===== config.mk =====
export PLATFORM = sky130hd
export DESIGN_NAME = uart_transceiver
export DESIGN_NICKNAME = d
export VERILOG_FILES = /design/src/rtl/uart_transceiver.sv
export SDC_FILE = /design/constraint.sdc
export NUM_CORES = 1
export LEC_CHECK = 0
export BUFFER_PORTS_ARGS = -buffer_cell sky130_fd_sc_hd__buf_2
export CELL_PAD_IN_SITES_DETAIL_PLACEMENT = 0
export CELL_PAD_IN_SITES_GLOBAL_PLACEMENT = 1
export CORE_ASPECT_RATIO = 1.25
export CORE_MARGIN = 4
export CORE_UTILIZATION = 47
export CTS_CLUSTER_DIAMETER = 40
export DETAILED_ROUTE_END_ITERATION = 8
export PLACE_DENSITY = 0.76
export SETUP_SLACK_MARGIN = 0.4
export SLEW_MARGIN = 20
export SYNTH_ARGS = -nofsm -noshare
export SYNTH_HDL_FRONTEND = slang
export SYNTH_SLANG_ARGS = --single-unit

===== constraint.sdc =====
create_clock -name clk -period 2.2 [get_ports clk]
set_input_delay 0 -clock clk [delete_from_list [all_inputs] [get_ports clk]]
set_output_delay 0 -clock clk [all_outputs]
set_load 0.01 [all_outputs]

===== src/rtl/uart_transceiver.sv =====
// Full-duplex 8N1 UART: one transmitter and one receiver with independent
// state machines that share the clock and a parameter-derived bit period.
module uart_transceiver #(
    parameter int CLK_FREQ  = 50_000_000,
    parameter int BAUD_RATE = 115200
) (
    input  logic       clk,
    input  logic       rst,
    input  logic       tx_start,
    input  logic [7:0] tx_data,
    output logic       tx_busy,
    output logic       tx,
    input  logic       rx,
    output logic       rx_done,
    output logic [7:0] rx_data
);
    localparam int          CLKS_PER_BIT = CLK_FREQ / BAUD_RATE;
    localparam logic [15:0] CNT_LAST     = 16'(CLKS_PER_BIT - 1);
    localparam logic [15:0] CNT_HALF     = 16'((CLKS_PER_BIT - 1) / 2);

    typedef enum logic [1:0] {
        IDLE  = 2'd0,
        START = 2'd1,
        DATA  = 2'd2,
        STOP  = 2'd3
    } uart_state_e;

    uart_state_e tx_state_r, tx_state_s;
    logic [15:0] tx_cnt_r, tx_cnt_s;
    logic [2:0]  tx_bit_r, tx_bit_s;
    logic [7:0]  tx_shift_r, tx_shift_s;
    logic        tx_r, tx_s;
    logic        tx_busy_r, tx_busy_s;

    uart_state_e rx_state_r, rx_state_s;
    logic [15:0] rx_cnt_r, rx_cnt_s;
    logic [2:0]  rx_bit_r, rx_bit_s;
    logic [7:0]  rx_shift_r, rx_shift_s;
    logic [7:0]  rx_data_r, rx_data_s;
    logic        rx_done_r, rx_done_s;
    logic        rx_meta_r, rx_sync_r;

    assign tx      = tx_r;
    assign tx_busy = tx_busy_r;
    assign rx_done = rx_done_r;
    assign rx_data = rx_data_r;

    // Transmitter next state; tx and tx_busy are computed here and registered.
    always_comb begin
        tx_state_s = tx_state_r;
        tx_cnt_s   = tx_cnt_r;
        tx_bit_s   = tx_bit_r;
        tx_shift_s = tx_shift_r;
        tx_s       = tx_r;
        tx_busy_s  = tx_busy_r;
        case (tx_state_r)
            IDLE: begin
                tx_s      = 1'b1;
                tx_busy_s = 1'b0;
                tx_cnt_s  = 16'd0;
                if (tx_start) begin
                    tx_shift_s = tx_data;
                    tx_state_s = START;
                    tx_s       = 1'b0;
                    tx_busy_s  = 1'b1;
                end else begin
                    tx_shift_s = tx_shift_r;
                end
            end
            START: begin
                if (tx_cnt_r == CNT_LAST) begin
                    tx_cnt_s   = 16'd0;
                    tx_bit_s   = 3'd0;
                    tx_state_s = DATA;
                    tx_s       = tx_shift_r[0];
                end else begin
                    tx_cnt_s = tx_cnt_r + 16'd1;
                end
            end
            DATA: begin
                if (tx_cnt_r == CNT_LAST) begin
                    tx_cnt_s = 16'd0;
                    if (tx_bit_r == 3'd7) begin
                        tx_state_s = STOP;
                        tx_s       = 1'b1;
                    end else begin
                        // Shift ahead so the next bit is always at index 0.
                        tx_bit_s   = tx_bit_r + 3'd1;
                        tx_shift_s = {1'b0, tx_shift_r[7:1]};
                        tx_s       = tx_shift_r[1];
                    end
                end else begin
                    tx_cnt_s = tx_cnt_r + 16'd1;
                end
            end
            STOP: begin
                if (tx_cnt_r == CNT_LAST) begin
                    tx_cnt_s   = 16'd0;
                    tx_state_s = IDLE;
                    tx_busy_s  = 1'b0;
                end else begin
                    tx_cnt_s = tx_cnt_r + 16'd1;
                end
            end
            default: begin
                tx_state_s = IDLE;
                tx_s       = 1'b1;
                tx_busy_s  = 1'b0;
                tx_cnt_s   = 16'd0;
            end
        endcase
    end

    // Transmitter state and output registers.
    always_ff @(posedge clk) begin
        if (rst) begin
            tx_state_r <= IDLE;
            tx_cnt_r   <= 16'd0;
            tx_bit_r   <= 3'd0;
            tx_shift_r <= 8'h00;
            tx_r       <= 1'b1;
            tx_busy_r  <= 1'b0;
        end else begin
            tx_state_r <= tx_state_s;
            tx_cnt_r   <= tx_cnt_s;
            tx_bit_r   <= tx_bit_s;
            tx_shift_r <= tx_shift_s;
            tx_r       <= tx_s;
            tx_busy_r  <= tx_busy_s;
        end
    end

    // Two-flop synchronizer; resets to the idle-high line level.
    always_ff @(posedge clk) begin
        if (rst) begin
            rx_meta_r <= 1'b1;
            rx_sync_r <= 1'b1;
        end else begin
            rx_meta_r <= rx;
            rx_sync_r <= rx_meta_r;
        end
    end

    // Receiver next state: verify start at half-bit, then sample every full bit.
    always_comb begin
        rx_state_s = rx_state_r;
        rx_cnt_s   = rx_cnt_r;
        rx_bit_s   = rx_bit_r;
        rx_shift_s = rx_shift_r;
        rx_data_s  = rx_data_r;
        rx_done_s  = 1'b0;
        case (rx_state_r)
            IDLE: begin
                rx_cnt_s = 16'd0;
                if (!rx_sync_r) begin
                    rx_state_s = START;
                end else begin
                    rx_state_s = IDLE;
                end
            end
            START: begin
                if (rx_cnt_r == CNT_HALF) begin
                    rx_cnt_s = 16'd0;
                    rx_bit_s = 3'd0;
                    if (!rx_sync_r) begin
                        rx_state_s = DATA;
                    end else begin
                        rx_state_s = IDLE;
                    end
                end else begin
                    rx_cnt_s = rx_cnt_r + 16'd1;
                end
            end
            DATA: begin
                if (rx_cnt_r == CNT_LAST) begin
                    rx_cnt_s   = 16'd0;
                    rx_shift_s = {rx_sync_r, rx_shift_r[7:1]};
                    if (rx_bit_r == 3'd7) begin
                        rx_state_s = STOP;
                    end else begin
                        rx_bit_s = rx_bit_r + 3'd1;
                    end
                end else begin
                    rx_cnt_s = rx_cnt_r + 16'd1;
                end
            end
            STOP: begin
                if (rx_cnt_r == CNT_LAST) begin
                    rx_cnt_s   = 16'd0;
                    rx_state_s = IDLE;
                    // A low stop bit is a framing error: the byte is dropped.
                    if (rx_sync_r) begin
                        rx_data_s = rx_shift_r;
                        rx_done_s = 1'b1;
                    end else begin
                        rx_data_s = rx_data_r;
                    end
                end else begin
                    rx_cnt_s = rx_cnt_r + 16'd1;
                end
            end
            default: begin
                rx_state_s = IDLE;
                rx_cnt_s   = 16'd0;
            end
        endcase
    end

    // Receiver state and output registers.
    always_ff @(posedge clk) begin
        if (rst) begin
            rx_state_r <= IDLE;
            rx_cnt_r   <= 16'd0;
            rx_bit_r   <= 3'd0;
            rx_shift_r <= 8'h00;
            rx_data_r  <= 8'h00;
            rx_done_r  <= 1'b0;
        end else begin
            rx_state_r <= rx_state_s;
            rx_cnt_r   <= rx_cnt_s;
            rx_bit_r   <= rx_bit_s;
            rx_shift_r <= rx_shift_s;
            rx_data_r  <= rx_data_s;
            rx_done_r  <= rx_done_s;
        end
    end
endmodule


; ---- Word level (Yosys, flattened, before mapping)
; Cells that the tools add are included.
[classes]
n_eq_ne = 22
n_reduce_logical = 19
addsub = 4
n_mux = 39
n_bitwise = 2
[op_table]
columns = op, n
row1 = 16-bit 2-to-1 mux, 3
row2 = 16-bit case mux with 3 select lines, 1
row3 = "16-bit by 1-bit adder with 16-bit output, second input constant", 2
row4 = "16-bit by 9-bit equality test with 1-bit output, second input constant", 2
row5 = 16-bit case mux with 2 select lines, 1
row6 = 8-bit 2-to-1 mux, 3
row7 = "2-bit inequality test, second input constant", 11
row8 = 2-bit 2-to-1 mux, 10
row9 = 3-bit 2-to-1 mux, 6
row10 = "16-bit by 8-bit equality test with 1-bit output, second input constant", 1
row11 = 2-bit case mux with 4 select lines, 2
row12 = 8-bit case mux with 2 select lines, 1
row13 = 4-bit AND reduction, 4
row14 = 3-bit case mux with 2 select lines, 2
row15 = "2-bit equality test, second input constant", 4
row16 = 1-bit 2-to-1 mux, 8
row17 = 2-bit nonzero test, 4
row18 = "3-bit by 1-bit adder with 3-bit output, second input constant", 2
row19 = "3-bit equality test, second input constant", 2
row20 = 3-bit AND reduction, 2
row21 = 3-bit OR reduction, 2
row22 = 5-bit AND reduction, 1
row23 = "2-bit by 1-bit equality test with 1-bit output, second input constant", 2
row24 = 2-bit zero test, 2
row25 = other kinds (6), 8
[totals]
ff_bits = 71

; ---- Longest topological paths before layout
[depth]
ltp_word = 4
depth_mapped = 9
depth_no_buf = 7

; ---- Worst setup path after synthesis
; No wires, ideal clock.
[synth_timing]
path_kind = reg-to-reg
from = register tx_cnt_r[0]
to = register tx_shift_r[2]
required_ns = 2.112
n_path_buf = 1
path_stages_with_launch = 8
t_arrival_ns = 1.635
period_less_slack_ns = 1.723
slack_ns = 0.477
path_cell_list = dfxtp_1 > ha_1 > nor3b_1 > nand4_4 > o21ai_4 > buf_6 > a21oi_1 > a311oi_2
[synth_via]
elab_chain_cells = 3
[synth_lines]
columns = item, line_no
row1 = from (decl), 29  ; logic [15:0] tx_cnt_r, tx_cnt_s;
row2 = from (signal assigned), 125  ; tx_cnt_r <= tx_cnt_s;
row3 = 16-bit by 9-bit equality test with 1-bit output, 81  ; if (tx_cnt_r == CNT_LAST) begin
row4 = 2-bit inequality test (no source line), --
row5 = 4-bit AND reduction (no source line), --
row6 = to (signal assigned), 127  ; tx_shift_r <= tx_shift_s;
row7 = to (decl), 31  ; logic [7:0] tx_shift_r, tx_shift_s;
; Every way passes these cells.
; A chain may end at the register's enable or synchronous reset.

; ---- Final worst setup path
[layout_timing]
from = register tx_cnt_r[1]
to = register tx_shift_r[7]
; The elaborated chain is that of the path after synthesis.

==> flow_summary.yaml <==
clock_network:
  max_root_sink_buffers: 2
  worst_setup_hold_path_clk_slew_ns: 0.08
  clock_insertion_delay_worst_skew_ns: 0.35
  cts_num_sinks: 71
  clock_tree.root_cell: "clkbuf_8"
  cts_buffers: 9
  htree_num_levels: 3
  cts_tree: "done"
floorplanning:
  die_h_microns: 102
  row_count: 33
  die_width_microns: 83.1
  pin_count: 23
  start_util_pct: 49.6
  dieArea_sq_um: 8470
  core_area_sq_um: 6690
sta:
  timing.setup.tns_ns: 0
  rsz0062_at_grt: "no"
  setup-violations-final: 0
  worst_hold_slack_ns: 0.0124
  tightestPinTransition_ns: 0.535
  timing.final.hold_violations: 0
  fmaxAchievable_mhz: 576
  min_period_over_period_pct: 78.9
  skew_ns: 0.0102
  timing.final.max_slew_violations: 0
  max-slew-margin-rel_pct: 64.2
  period_minus_slack_ns: 1.74
routing:
  first_pass_iteration_count_of_the_detailed_router: 4
  routedLengthMet1_mm: 2.98
  wl_met2_mm: 3.05
  route.final.wire_length_mm: 6.29
  antenna_left: 0
  met3RoutedLength_microns: 125
  dr.max_layer_used: "met4"
  first_iter_violations: 59
  drt-vias-per-instance: 5.27
  route.vias.total: 2477
  drc: 0
  routedWlPerCell_microns: 13.4
status:
  outcome: "finished clean"
place:
  place.gp.congestion: 0.776
  place.detailed.hpwl_mm: 4.14
  io_buf_count: 22
synthesis:
  synth.distinct_cells: 49
  yosysMostFrequentCell: "dfxtp_1"
  avgSynthCellArea_sq_um: 9.61
  ys.warnings.count: 0
  synthDominantAreaCellType: "dfxtp_1"
  dominant_cells_by_area_after_synthesis: "dfxtp_1 (43%), mux2i_1 (8.5%), nor2_1 (7.0%), ha_1 (4.9%), xor2_1 (4.5%)"
  yosys.area.top_type_share_pct: 42.9
  syn_inst: 345
  yosys-top-cells-count: "dfxtp_1 (71), nor2_1 (62), mux2i_1 (28), nand2_1 (18), xor2_1 (17)"
  postSynth.topFlopCell: "dfxtp_1"
  flip_flop_and_latch_count_after_synthesis: 71
  synth-seq-area-share_pct: 42.9
  synth_enable_flop_cells: 0
  syn-num-nets: 370
  asyncSetResetFlopFracSynth_pct: 0
  syn-cell-area_sq_um: 3310
global_routing:
  gr-total-overflow: 0
  grt_pass1_vias: 2468
  largest_net_degree_at_the_start_of_global_routing: 35
  initial_antenna_violation_count: 0
  gr-usage-all-layers_pct: 15.8
  grt_first_pass_wirelength_mm: 11.0
layout:
  drive_gt1_share_pct: 21.9
  antenna-diode-count: 0
  area_growth_syn_to_layout_pct: 17.9
  nets: 403
setup_path:
  path_max_fanout: 7
  worstSetupPathType: "reg2reg"
  critPathArrivalTime_ns: 1.97
  crit_start_category: "flop"
  worst_path_dominant_cell_family: "compound AO/OA/AOI/OAI gates"
  end_kind: "flop"
  worstPathBufferInverterCount: 2
  worstPathRequired_ns: 2.44
  critPathSlowestCell: "dfxtp_2"
  max_stage_delay_ns: 0.33
  ordered_list_of_cells_on_the_worst_path: "inv_2 -> ha_4 -> nor3b_4 -> nand4_4 -> o21ai_4 -> buf_12 -> nand2_1 -> a32o_1"
pwr:
  ir_worst_vdd_uv: 454
  power_per_cell_area_nw_per_um2: 868
  leakagePower_uw: 0.00142
worst_hold_path:
  timing.hold.worst.class: "in2reg"
run:
  maxCapViolCount: 0
-- logic make-up (layout without fill, tap and decap cells) --
kind of cell	after synthesis	count (layout)	share of synthesized area, %
xor+xnor	27	27	7.13
compound gates	37	37	8.72
simple gates	143	143	23.8
buf+inv	26	64	4.08
mux	28	28	8.46
fa+ha+maj	13	13	4.91
flops	71	71	42.9
-- routing by layer --
layer  track usage, %  vias to the layer above
met5                0                        -
met4             8.30                        0
met3             3.06                       13
met2             27.0                       23
met1             19.1                     1182
li1                 -                     1259
-- metrics by stage --
stage	total power [uW]	setup slack, ns	instance area, sq um	cells	utilization [%]
floorplan	2070	0.477	3310	345	-
global placement	2180	0.243	3490	444	52.2
detailed placement	2190	0.230	3490	444	52.2
CTS	3340	0.403	3780	466	56.5
global route	3580	0.370	3910	470	58.4
finish	3390	0.465	3910	470	58.4
-- report_power, final --
part	switching [uW]	internal (uW)
sequential	68.0	1390
clock	520	560
combinational	463	395
total	1050	2340
-- cell type report --
class,instances,area [sq um]
Clock buffer,10,138
Clock inverter,6,67.6
Fill cell,616,2780
Inverter,10,37.5
Multi-Input combinational cell,248,1830
Sequential cell,71,1430
Tap cell,87,109
Timing Repair Buffer,38,292
-- sequential cells by signal, indices dropped and copies added, names as in the netlist, 2 cells and up, named ones only --
| signal | count |
|---|---|
| rx_data | 8 |
| rx_bit_r | 3 |
| rx_shift_r | 8 |
| rx_cnt_r | 16 |
| tx_bit_r | 3 |
| tx_state_r | 2 |
| tx_shift_r | 8 |
| tx_cnt_r | 16 |
-- path summary, 6_finish.rpt --
check,slack (ns),cells past startpoint,endpoint,from
max,0.46,8,tx_shift_r[7],tx_cnt_r[1]
min,0.01,3,tx_shift_r[0],tx_data[0]
max reg2reg,0.46,8,tx_shift_r[7],tx_cnt_r[1]
min reg2reg,0.42,1,rx_sync_r,rx_meta_r
-- cells in the final DEF (no fill, tap or decap), types with 10 or more instances in the layout --
master	synthesis	final
a21oi_1	12	11
buf_2	4	22
clkbuf_8	1	10
dfxtp_1	71	63
ha_1	13	11
mux2i_1	28	28
nand2_1	18	18
nand3_1	10	10
nor2_1	62	62
xnor2_1	10	10
xor2_1	17	17
-- repair_timing --
action	4_1_cts	5_1_grt
gates resized for setup	5	25
pin swaps	1	12
buffers inserted	3	2
setup endpoints to repair	48	60
gates cloned	0	2
hold endpoints to repair	3	0
hold buffers	3	0
-- tightest hold or removal path: stages --
cell and delay (ns):
buf_2 0.10, mux2i_1 0.11, a311oi_1 0.10
Note: power is estimated with default switching activity, not from simulation.
